$ cat src/rtl/mean_tree_pipe.sv
// mean_tree_pipe: mean of N = 2**LOG2N samples through a registered binary
// adder tree (one register per tree level) followed by a divide-by-N output
// register. A valid bit runs beside every level. Each data register captures
// only when its incoming valid bit is set, so idle cycles leave it unchanged.
module mean_tree_pipe #(
  parameter int WID    = 16,
  parameter int LOG2N  = 3,
  parameter int SIGNED = 0,
  parameter int ROUND  = 0
) (
  input  logic                          clk,
  input  logic                          rst_n,
  input  logic                          in_valid,
  input  logic [(2**LOG2N)*WID-1:0]     in_data,
  output logic                          out_valid,
  output logic [WID-1:0]                o_mean
);

  localparam int N  = 2 ** LOG2N;
  localparam int SW = WID + LOG2N;           // width of the full sum
  localparam logic SX = (SIGNED != 0);       // 1 = sign-extend operands
  // Half of the divisor, added before the shift when rounding half up.
  localparam logic [SW:0] RND_ADD = (ROUND != 0) ? ((SW+1)'(1) << (LOG2N-1)) : '0;

  genvar gi, gk;

  // Level 0 is the unpacked input. Level gi holds N>>gi partial sums of WID+gi bits.
  generate
    for (gi = 0; gi <= LOG2N; gi++) begin : g_stage
      localparam int W = WID + gi;
      localparam int M = N >> gi;
      logic [W-1:0] psum [M];
      logic         vld;

      if (gi == 0) begin : g_in
        for (gk = 0; gk < M; gk++) begin : g_unpack
          assign psum[gk] = in_data[gk*WID +: WID];
        end
        assign vld = in_valid;
      end else begin : g_add
        logic [W-2:0] lhs    [M];
        logic [W-2:0] rhs    [M];
        logic [W-1:0] psum_d [M];
        logic [W-1:0] psum_q [M];
        logic         vld_d;
        logic         vld_q;

        for (gk = 0; gk < M; gk++) begin : g_pair
          assign lhs[gk] = g_stage[gi-1].psum[2*gk];
          assign rhs[gk] = g_stage[gi-1].psum[2*gk+1];
        end

        // Widen each operand by one bit before the add so the sum cannot overflow.
        always_comb begin
          vld_d = g_stage[gi-1].vld;
          for (int k = 0; k < M; k++) begin
            psum_d[k] = psum_q[k];
            if (vld_d) begin
              psum_d[k] = {SX & lhs[k][W-2], lhs[k]} + {SX & rhs[k][W-2], rhs[k]};
            end
          end
        end

        // Level register with asynchronous clear.
        always_ff @(posedge clk or negedge rst_n) begin
          if (!rst_n) begin
            vld_q <= 1'b0;
            for (int k = 0; k < M; k++) begin
              psum_q[k] <= '0;
            end
          end else begin
            vld_q <= vld_d;
            for (int k = 0; k < M; k++) begin
              psum_q[k] <= psum_d[k];
            end
          end
        end

        assign psum = psum_q;
        assign vld  = vld_q;
      end
    end
  endgenerate

  logic [SW-1:0]  total;
  logic           fin_vld;
  logic [SW:0]    rnd_sum;
  logic [WID-1:0] o_mean_d;
  logic [WID-1:0] o_mean_q;
  logic           out_valid_d;
  logic           out_valid_q;
  logic           unused_bits;

  assign total   = g_stage[LOG2N].psum[0];
  assign fin_vld = g_stage[LOG2N].vld;

  // Divide by N: optional half-LSB bias, then drop the LOG2N low bits.
  // The result always fits in WID bits, so bit SW of rnd_sum is never needed.
  always_comb begin
    rnd_sum     = {SX & total[SW-1], total} + RND_ADD;
    out_valid_d = fin_vld;
    o_mean_d    = o_mean_q;
    if (fin_vld) begin
      o_mean_d = rnd_sum[SW-1:LOG2N];
    end
  end

  assign unused_bits = ^{rnd_sum[SW], rnd_sum[LOG2N-1:0]};

  // Output register: the mean holds its last value between valid results.
  always_ff @(posedge clk or negedge rst_n) begin
    if (!rst_n) begin
      out_valid_q <= 1'b0;
      o_mean_q    <= '0;
    end else begin
      out_valid_q <= out_valid_d;
      o_mean_q    <= o_mean_d;
    end
  end

  assign out_valid = out_valid_q;
  assign o_mean    = o_mean_q;

endmodule

$ cat config.mk
export PLATFORM = sky130hd
export DESIGN_NAME = mean_tree_pipe
export DESIGN_NICKNAME = d
export VERILOG_FILES = /design/src/rtl/mean_tree_pipe.sv
export SDC_FILE = /design/constraint.sdc
export NUM_CORES = 1
export LEC_CHECK = 0
export ABC_AREA = 1
export BUFFER_PORTS_ARGS = -buffer_cell sky130_fd_sc_hd__buf_2
export CAP_MARGIN = 20
export CORE_ASPECT_RATIO = 1.4
export CORE_UTILIZATION = 50
export CTS_CLUSTER_SIZE = 24
export DETAILED_ROUTE_END_ITERATION = 12
export GPL_TIMING_DRIVEN = 0
export PLACE_DENSITY_LB_ADDON = 0.08
export SYNTH_ARGS = -nofsm -noshare
export SYNTH_HDL_FRONTEND = slang
export SYNTH_SLANG_ARGS = --single-unit
$ cat constraint.sdc
create_clock -name clk -period 3.3 [get_ports clk]
set_clock_uncertainty 0.1 [all_clocks]
set_input_delay 0.33 -clock clk [delete_from_list [all_inputs] [get_ports clk]]
set_output_delay 0.33 -clock clk [all_outputs]
set_load 0.02 [all_outputs]
After elaboration in Yosys (flattened, before gate mapping) --
Cells that the tools add are included.
Operators by class: bitwise gates (word level) 0, order comparisons 0, $mul 0, reduce and logical (&&, ||, !) cells 0, divide/modulo/power cells 0, $add $sub $neg 7, eq/ne operators 0, shift-type cells 0, multiplexer cells 0
Operators with widths (number):
- $add 16x16->17 | 4
- $add 17x17->18 | 2
- $add 18x18->19 | 1
Word-level totals: logic and storage cells 19, memories 0, bits of input ports 131, bits in registers 143, bits in writable memories 0, bits in read-only memories 0, latch bits 0, output and inout port bits 17

Depth between registers and ports, before layout --
Gate-level depths: netlist of the first run.
depth in word-level cells 1, gate-level depth with buffers 13, depth with buffers taken out 13

Worst setup path before layout of the first run --
Ideal clock, no wire load.
kind reg2reg, from register g_stage[1].g_add.psum_q[0] (netlist bit), to register g_stage[2].g_add.psum_q, in the netlist g_stage[3].g_add.rhs[16], arrival 1.611 ns, path buffers 0, required time 3.082 ns, setup time 0.118 ns, period minus slack after synthesis 1.829 ns, slack 1.471 ns, cell stages (with the launch flop) 14, cell sequence dfrtp_1 > ha_1 > inv_1 > fa_1 > inv_1 > nand2_1 > o21ai_2 > nand2_1 > nand2_1 > nand2_1 > nand2_1 > nand2_1 > nand3_1 > nand2_1
Between the ends: longest elaborated chain between the ends 1
RTL lines:
- from (decl) | RTL line 44 | logic [W-1:0] psum_q [M];
- from (signal, indexed assignment) | RTL line 74 | psum_q[k] <= psum_d[k];
- $add 17x17->18 | RTL line 59 | psum_d[k] = {SX & lhs[k][W-2], lhs[k]} + {SX & rhs[k][W-2], rhs[k]};
- to (signal, indexed assignment) | RTL line 74
- to (decl) | RTL line 44
Every way passes these cells. A chain may end at the register's enable or synchronous reset.

Final worst setup path of the first run --
from register g_stage[1].g_add.psum_q[51] (netlist bit), to register g_stage[2].g_add.psum_q, in the netlist g_stage[3].g_add.lhs[16]
The elaborated chain is that of the path after synthesis.

==> key figures, run 1 <==
Status
  • Status: completed

Synth
  • Top cell type's share of synthesized area: 0.322
  • Syn nets: 1764
  • Synthesized area: 0.0109 mm2
  • Syn avg cell area: 7.19 um2
  • Mapped Cells: 1512
  • EDFF count, synth: 0
  • Yosys cell types: 36
  • Ys Warns: 0
  • Seq/Total Area, Yosys: 0.322
  • Most used DFF post-synth: dfrtp_1
  • Area leader, netlist: dfrtp_1
  • Post-synth ARST share: 1.00
  • Top cells by area, synth: dfrtp_1 32%, nand2_1 17%, ha_1 13%, nand3_1 5.4%, a21oi_1 5.3%
  • Register bit total from synthesis: 140

Finish
  • Nets: 1933
  • FF/Latch Area: 0.00350 mm2
  • Utilization after layout: 0.594
  • Area occupied by multi-input gates: 0.00679 mm2
  • Area delta synth->final: 16.4%
  • FILL cells: 2054
  • Post-route cell area: 0.0126 mm2
  • Most common cell after layout, fill and taps aside: nand2_1
  • Commonest non-fill, non-tap cells in the layout: 504 x nand2_1, 158 x buf_2, 140 x dfrtp_1
  • Ant diodes: 0
  • Share of cells above drive strength 1: 0.142

Power
  • Psw: 3.57 mW
  • Sequential Power Share: 0.295
  • Clk pwr share: 0.249
  • LEAKAGE: 6.62 nW
  • Tot Pwr: 8.67 mW
  • Logic pwr share: 0.456
  • Max VDD drop: 0.000386 V
  • Sw Share: 0.412
  • Pwr dens: 685 mW/mm2
  • Internal power: 5.10 mW

Min path
  • HP Start: in_data[112]
  • Min-Delay Path Depth: 4
  • WHS Endpoint: g_stage[1].g_add.psum_q[0]
  • Worst Hold Class: in -> reg

Drt
  • DRC viols: 0
  • DRT antenna net count: 0
  • Drt pass-1 iters: 6
  • Avg WL per Cell: 15.4 um
  • Final wirelength: 30.1 mm
  • Initial DRC Count: 499
  • Via count: 10.4k
  • Drt via density: 5.30

Timing
  • Tcrit/Tclk final: 0.674
  • Slew HR: 0.514
  • Final setup vio count: 0
  • F_max: 450 MHz
  • Max-slew violation count: 0
  • Post-layout minimum cycle time: 2.22 ns
  • Count of final hold-check violations: 0
  • Measured slew at the worst slew-check pin: 0.729 ns
  • RSZ-0062 raised after global routing: false

Clock tree
  • Post-cts resize count: 0
  • CTS tree: built
  • Hold buffer count at CTS: 2
  • Clock root buffer: clkbuf_16
  • Setup repair bufs after CTS: 0
  • Cts bufs inserted: 17
  • Number of H-tree levels: 4
  • Worst-case clock buffer depth: 2
  • Clock sinks: 140
  • Clk slew on worst S/H paths: 0.06 ns
  • Worst-Skew Late Latency: 0.43 ns

Critical path
  • CP arrival: 2.44 ns
  • Worst Setup Start Kind: flip-flop
  • CP max FO: 3
  • Max incr delay on CP: 0.39 ns
  • Top cell by count, worst path: nand2_1
  • Worst path bufs/invs: 2
  • R2R Path End: g_stage[3].g_add.lhs[16]
  • RR Startpoint: g_stage[1].g_add.psum_q[51]
  • Family with the most delay on the worst path: simple AND/OR/NAND/NOR gates
  • Slowest CP cell: fa_1
  • Worst Setup End Kind: flip-flop
  • Cell Chain, Critical Path: ha_1 -> inv_1 -> fa_1 -> inv_1 -> nand2_1 -> o21ai_2 -> nand2_1 -> nand2_1 -> nand2_1 -> nand2_1 -> nand2_1 -> nand3_1 -> nand2_1
  • Internal reg-to-reg setup slack: 1.08 ns
  • Kind of critical path: reg -> reg
  • Cells on worst reg2reg path: 13
  • Worst Path Required: 3.52 ns

GRT
  • Vias in the first global route: 10.2k
  • Total track usage: 0.281
  • First-pass GRT wire length: 48.9 mm
  • Initial antenna violation count: 0
  • GRT Residual Overflow: 0
  • Largest net degree at the start of global routing: 83

Floorplanning
  • Total die area: 0.0223 mm2
  • Row cnt: 63
  • Chip height: 176 um
  • Starting Density: 0.511
  • Top Ports: 148
  • Area of the core: 0.0213 mm2
  • Die width: 127 um

Place
  • I/O Buffers: 147
  • DP HPWL: 24.8 mm
  • Placed instance area: 0.0120 mm2
  • GPL Wtd Cong: 0.913

Job
  • Max-Cap Viols: 0
==> cell type report <==
class	instances	share of cell area
Multi-Input combinational cell	1222	0.537
Sequential cell	140	0.277
Timing Repair Buffer	150	0.0624
Inverter	123	0.0365
Clock buffer	19	0.0358
Tap cell	260	0.0257
Clock inverter	13	0.0166
Buffer	27	0.00920
==> stage by stage <==
| step | TNS [ns] | hold WS [ns] | std cells | worst slack (ns) |
|---|---|---|---|---|
| floorplan | 0 | -0.0656 | 1512 | 1.47 |
| global placement | -21.55 | 0.251 | 1919 | -0.163 |
| detailed placement | 0 | 0.244 | 1920 | 1.09 |
| CTS | 0 | 0.126 | 1954 | 1.07 |
| global route | 0 | 0.166 | 1954 | 0.885 |
| finish | 0 | 0.136 | 1954 | 1.08 |
==> power groups by stage <==
stage          clock, mW  sequential (mW)  combinational, mW
3_5_place_dp           0             2.59               3.92
5_1_grt             2.25             2.62               4.46
6_report            2.16             2.56               3.95
3_3_place_gp           0             2.57               3.87
4_1_cts             2.18             2.56               3.95
2_1_floorplan          0             2.60               2.77
==> registers in the layout, summed over array words and instances (netlist names) <==
signal / flops
g_stage.g_add.psum_q: 84
o_mean: 16
g_stage.g_add.rhs: 18
g_stage.g_add.lhs: 18
out_valid: 1
g_stage.g_add.vld_q: 2
fin_vld: 1
==> logic make-up after synthesis <==
group,count (synthesis),share of synthesized area
AND/OR/NAND/NOR,791,0.304
AO/OA/AOI/OAI,256,0.130
buffers and inverters,150,0.0532
flip-flops,140,0.322
adder cells (fa/ha/maj),121,0.143
XOR/XNOR,38,0.0306
multiplexers,16,0.0166
==> Yosys cell counts (2+ instances only) <==
cell and instances:
o21ai_2 9, fa_1 6, xor2_1 7, ha_1 115, nor3_1 11, nand3_2 3
nor2_2 2, nand4_1 9, nor4_1 13, a21boi_0 2, a21oi_2 6, dfrtp_1 140
buf_2 12, nand2_1 504, o21bai_1 7, or2_1 4, a21o_1 3, nand3_1 117
a21oi_1 115, inv_2 5, nand3b_1 12, a31oi_1 10, inv_1 118, o21ai_0 80
nand2_2 7, mux2_2 16, nor2_1 99, o31ai_1 4, o21ai_1 13, clkbuf_1 13
buf_1 2, o21a_1 6, and2_1 9, xnor2_1 31
==> worst register-to-register path: stages (launching register included) <==
cell	delay, ns
dfrtp_1	0.37
ha_1	0.22
inv_1	0.07
fa_1	0.39
inv_1	0.10
nand2_1	0.08
o21ai_2	0.20
nand2_1	0.09
nand2_1	0.13
nand2_1	0.09
nand2_1	0.07
nand2_1	0.05
nand3_1	0.10
nand2_1	0.06
==> worst max path at each step <==
stage	start	end	slack, ns	cells after the start
2_1_floorplan	g_stage[1].g_add.psum_q[0]	g_stage[3].g_add.rhs[16]	1.47	13
3_3_place_gp	rst_n	g_stage[1].g_add.psum_q[29]	-0.16	1
3_5_place_dp	g_stage[1].g_add.psum_q[51]	g_stage[3].g_add.lhs[16]	1.09	13
4_1_cts	g_stage[1].g_add.psum_q[51]	g_stage[3].g_add.lhs[16]	1.07	13
5_1_grt	g_stage[1].g_add.psum_q[34]	g_stage[3].g_add.lhs[16]	0.89	13
6_report	g_stage[1].g_add.psum_q[51]	g_stage[3].g_add.lhs[16]	1.08	13
==> per-layer routing <==
layer	vias up	global-route usage	share of wire	routed length, um
met1	4720	0.305	0.42	12600
met3	45	0.0324	0.025	756
met2	197	0.547	0.53	15800
met4	0	0.111	0.032	951
li1	5401	-	-	-
met5	-	0	0	0
No activity file was read; power rests on OpenSTA's default activity.
==> run 2, diff against run 1 <==
clock period = 1.8 ns   (was 3.3 ns; I/O delays follow)
==> key figures, run 2 (same netlist as run 1, synthesis figures left out) <==
Status
  • Status: finished with violations
  • Violated checks: setup timing

Timing
  • RSZ-0062 raised after global routing: true
  • Max-slew violation count: 0
  • Count of final hold-check violations: 0
  • F_max: 497 MHz
  • Worst setup margin: -0.214 ns
  • Measured slew at the worst slew-check pin: 0.663 ns
  • Final setup vio count: 13
  • Slew HR: 0.558
  • Tcrit/Tclk final: 1.12
  • Post-layout minimum cycle time: 2.01 ns
  • Setup TNS: -1.59 ns

Clock tree
  • Worst-case clock buffer depth: 2
  • Clk slew on worst S/H paths: 0.06 ns
  • Worst-Skew Late Latency: 0.43 ns
  • Number of H-tree levels: 4
  • Clock root buffer: clkbuf_16
  • Cts bufs inserted: 17
  • CTS tree: built
  • Clock sinks: 140

Power
  • Logic pwr share: 0.522
  • Pwr dens: 1300 mW/mm2
  • LEAKAGE: 6.87 nW
  • Clk pwr share: 0.205
  • Sw Share: 0.422
  • Internal power: 10.5 mW
  • Sequential Power Share: 0.274
  • Psw: 7.64 mW
  • Max VDD drop: 0.000724 V
  • Tot Pwr: 18.1 mW

Min path
  • Worst Hold Class: in -> reg

Floorplanning
  • Top Ports: 148
  • Total die area: 0.0223 mm2
  • Chip height: 176 um
  • Row cnt: 63
  • Starting Density: 0.511
  • Area of the core: 0.0213 mm2
  • Die width: 127 um

GRT
  • GRT Residual Overflow: 0
  • First-pass GRT wire length: 49.1 mm
  • Largest net degree at the start of global routing: 84
  • Total track usage: 0.281
  • Initial antenna violation count: 0
  • Vias in the first global route: 10.3k

Drt
  • Avg WL per Cell: 16.0 um
  • DRT antenna net count: 0
  • Final wirelength: 31.6 mm
  • DRC viols: 0
  • Via count: 10.7k
  • Drt via density: 5.38
  • Drt pass-1 iters: 5
  • Initial DRC Count: 543

Critical path
  • Family with the most delay on the worst path: adder cells
  • Kind of critical path: reg -> reg
  • Worst Setup Start Kind: flip-flop
  • Cell Chain, Critical Path: ha_2 -> inv_2 -> fa_2 -> inv_2 -> nand2_4 -> o21ai_4 -> nand2_2 -> nand2_4 -> xnor2_1 -> o21ai_1
  • Worst Setup End Kind: flip-flop
  • Worst path bufs/invs: 2
  • CP max FO: 3
  • CP arrival: 2.20 ns
  • Max incr delay on CP: 0.37 ns
  • Worst Path Required: 1.99 ns
  • Slowest CP cell: fa_2

Finish
  • Area occupied by multi-input gates: 0.00783 mm2
  • Ant diodes: 0
  • Most flop-heavy register: g_stage.g_add.psum_q
  • Share of cells above drive strength 1: 0.255
  • Nets: 1962
  • FILL cells: 1875
  • Most common cell after layout, fill and taps aside: nand2_1
  • Post-Layout Cell Count: 1983
  • Post-route cell area: 0.0139 mm2
  • Number of flip-flops in the largest register: 84
  • Area delta synth->final: 27.9%
  • FF/Latch Area: 0.00351 mm2
  • Commonest non-fill, non-tap cells in the layout: 448 x nand2_1, 155 x buf_2, 133 x dfrtp_1

Place
  • I/O Buffers: 147
  • Placed instance area: 0.0120 mm2
  • Pre-CTS setup slack: -0.251 ns
  • DP HPWL: 24.5 mm
  • Placed cell count: 1920
  • GPL Wtd Cong: 0.926

Job
  • Max-Cap Viols: 0
## run 2: area by class of cell
type,instances,area share
clock buffers,20,0.0329
well taps,260,0.0234
inverters,123,0.0332
plain buffers,27,0.00918
clock inverters,12,0.0116
multi-input cells,1222,0.563
repair buffers,179,0.0738
flip-flops and latches,140,0.253
## run 2: power groups by stage
| stage | combinational, mW | sequential, mW | clock (mW) |
|---|---|---|---|
| CTS | 7.89 | 4.80 | 3.75 |
| global placement | 7.08 | 4.71 | 0 |
| detailed placement | 7.16 | 4.74 | 0 |
| global route | 10.4 | 5.06 | 3.86 |
| floorplan | 5.09 | 4.77 | 0 |
| finish | 9.44 | 4.95 | 3.70 |
## run 2: stage by stage
step | util | hold slack, ns
2_1_floorplan | - | -0.216
3_5_place_dp | 0.563 | 0.0901
5_1_grt | 0.653 | 0.0672
3_3_place_gp | 0.561 | 0.249
4_1_cts | 0.613 | 0.0303
6_report | 0.653 | 0.0353
## run 2: worst min-delay path: cells and delay by family
family	cells	cell delay, ns
adders and majority gates	1	0.11
and+or+nand+nor	2	0.15
buffers and inverters	1	0.08
## run 2: timing repair
action                                  4_1_cts  5_1_grt
endpoints found under the hold margin        61        0
endpoints found under the setup margin       29       62
buffers inserted                             11       15
resized for setup                            65      158
hold buffers                                  5        0
pin swaps                                    14       37
## run 2: worst paths after layout
path	startpoint	endpoint	slack (ns)	cells past startpoint
setup / recovery	g_stage[1].g_add.psum_q[17]	g_stage[3].g_add.rhs[8]	-0.21	10
setup reg to reg	g_stage[1].g_add.psum_q[17]	g_stage[3].g_add.rhs[8]	-0.21	10
min in group asynchronous	rst_n	g_stage[3].g_add.rhs[4]	0.21	2
hold / removal	in_data[16]	g_stage[1].g_add.psum_q[51]	0.04	4
hold reg to reg	g_stage[2].g_add.vld_q	fin_vld	0.27	0
max in group asynchronous	rst_n	g_stage[3].g_add.rhs[5]	0.59	3
## run 2: routing by layer
| metal | routed length (um) | part of all wire | track usage | vias up |
|---|---|---|---|---|
| met5 | 0 | 0 | 0 | - |
| met4 | 1140 | 0.036 | 0.116 | 0 |
| met3 | 836 | 0.026 | 0.0279 | 69 |
| met2 | 16800 | 0.53 | 0.549 | 235 |
| met1 | 12900 | 0.41 | 0.306 | 4922 |
| li1 | - | - | - | 5446 |
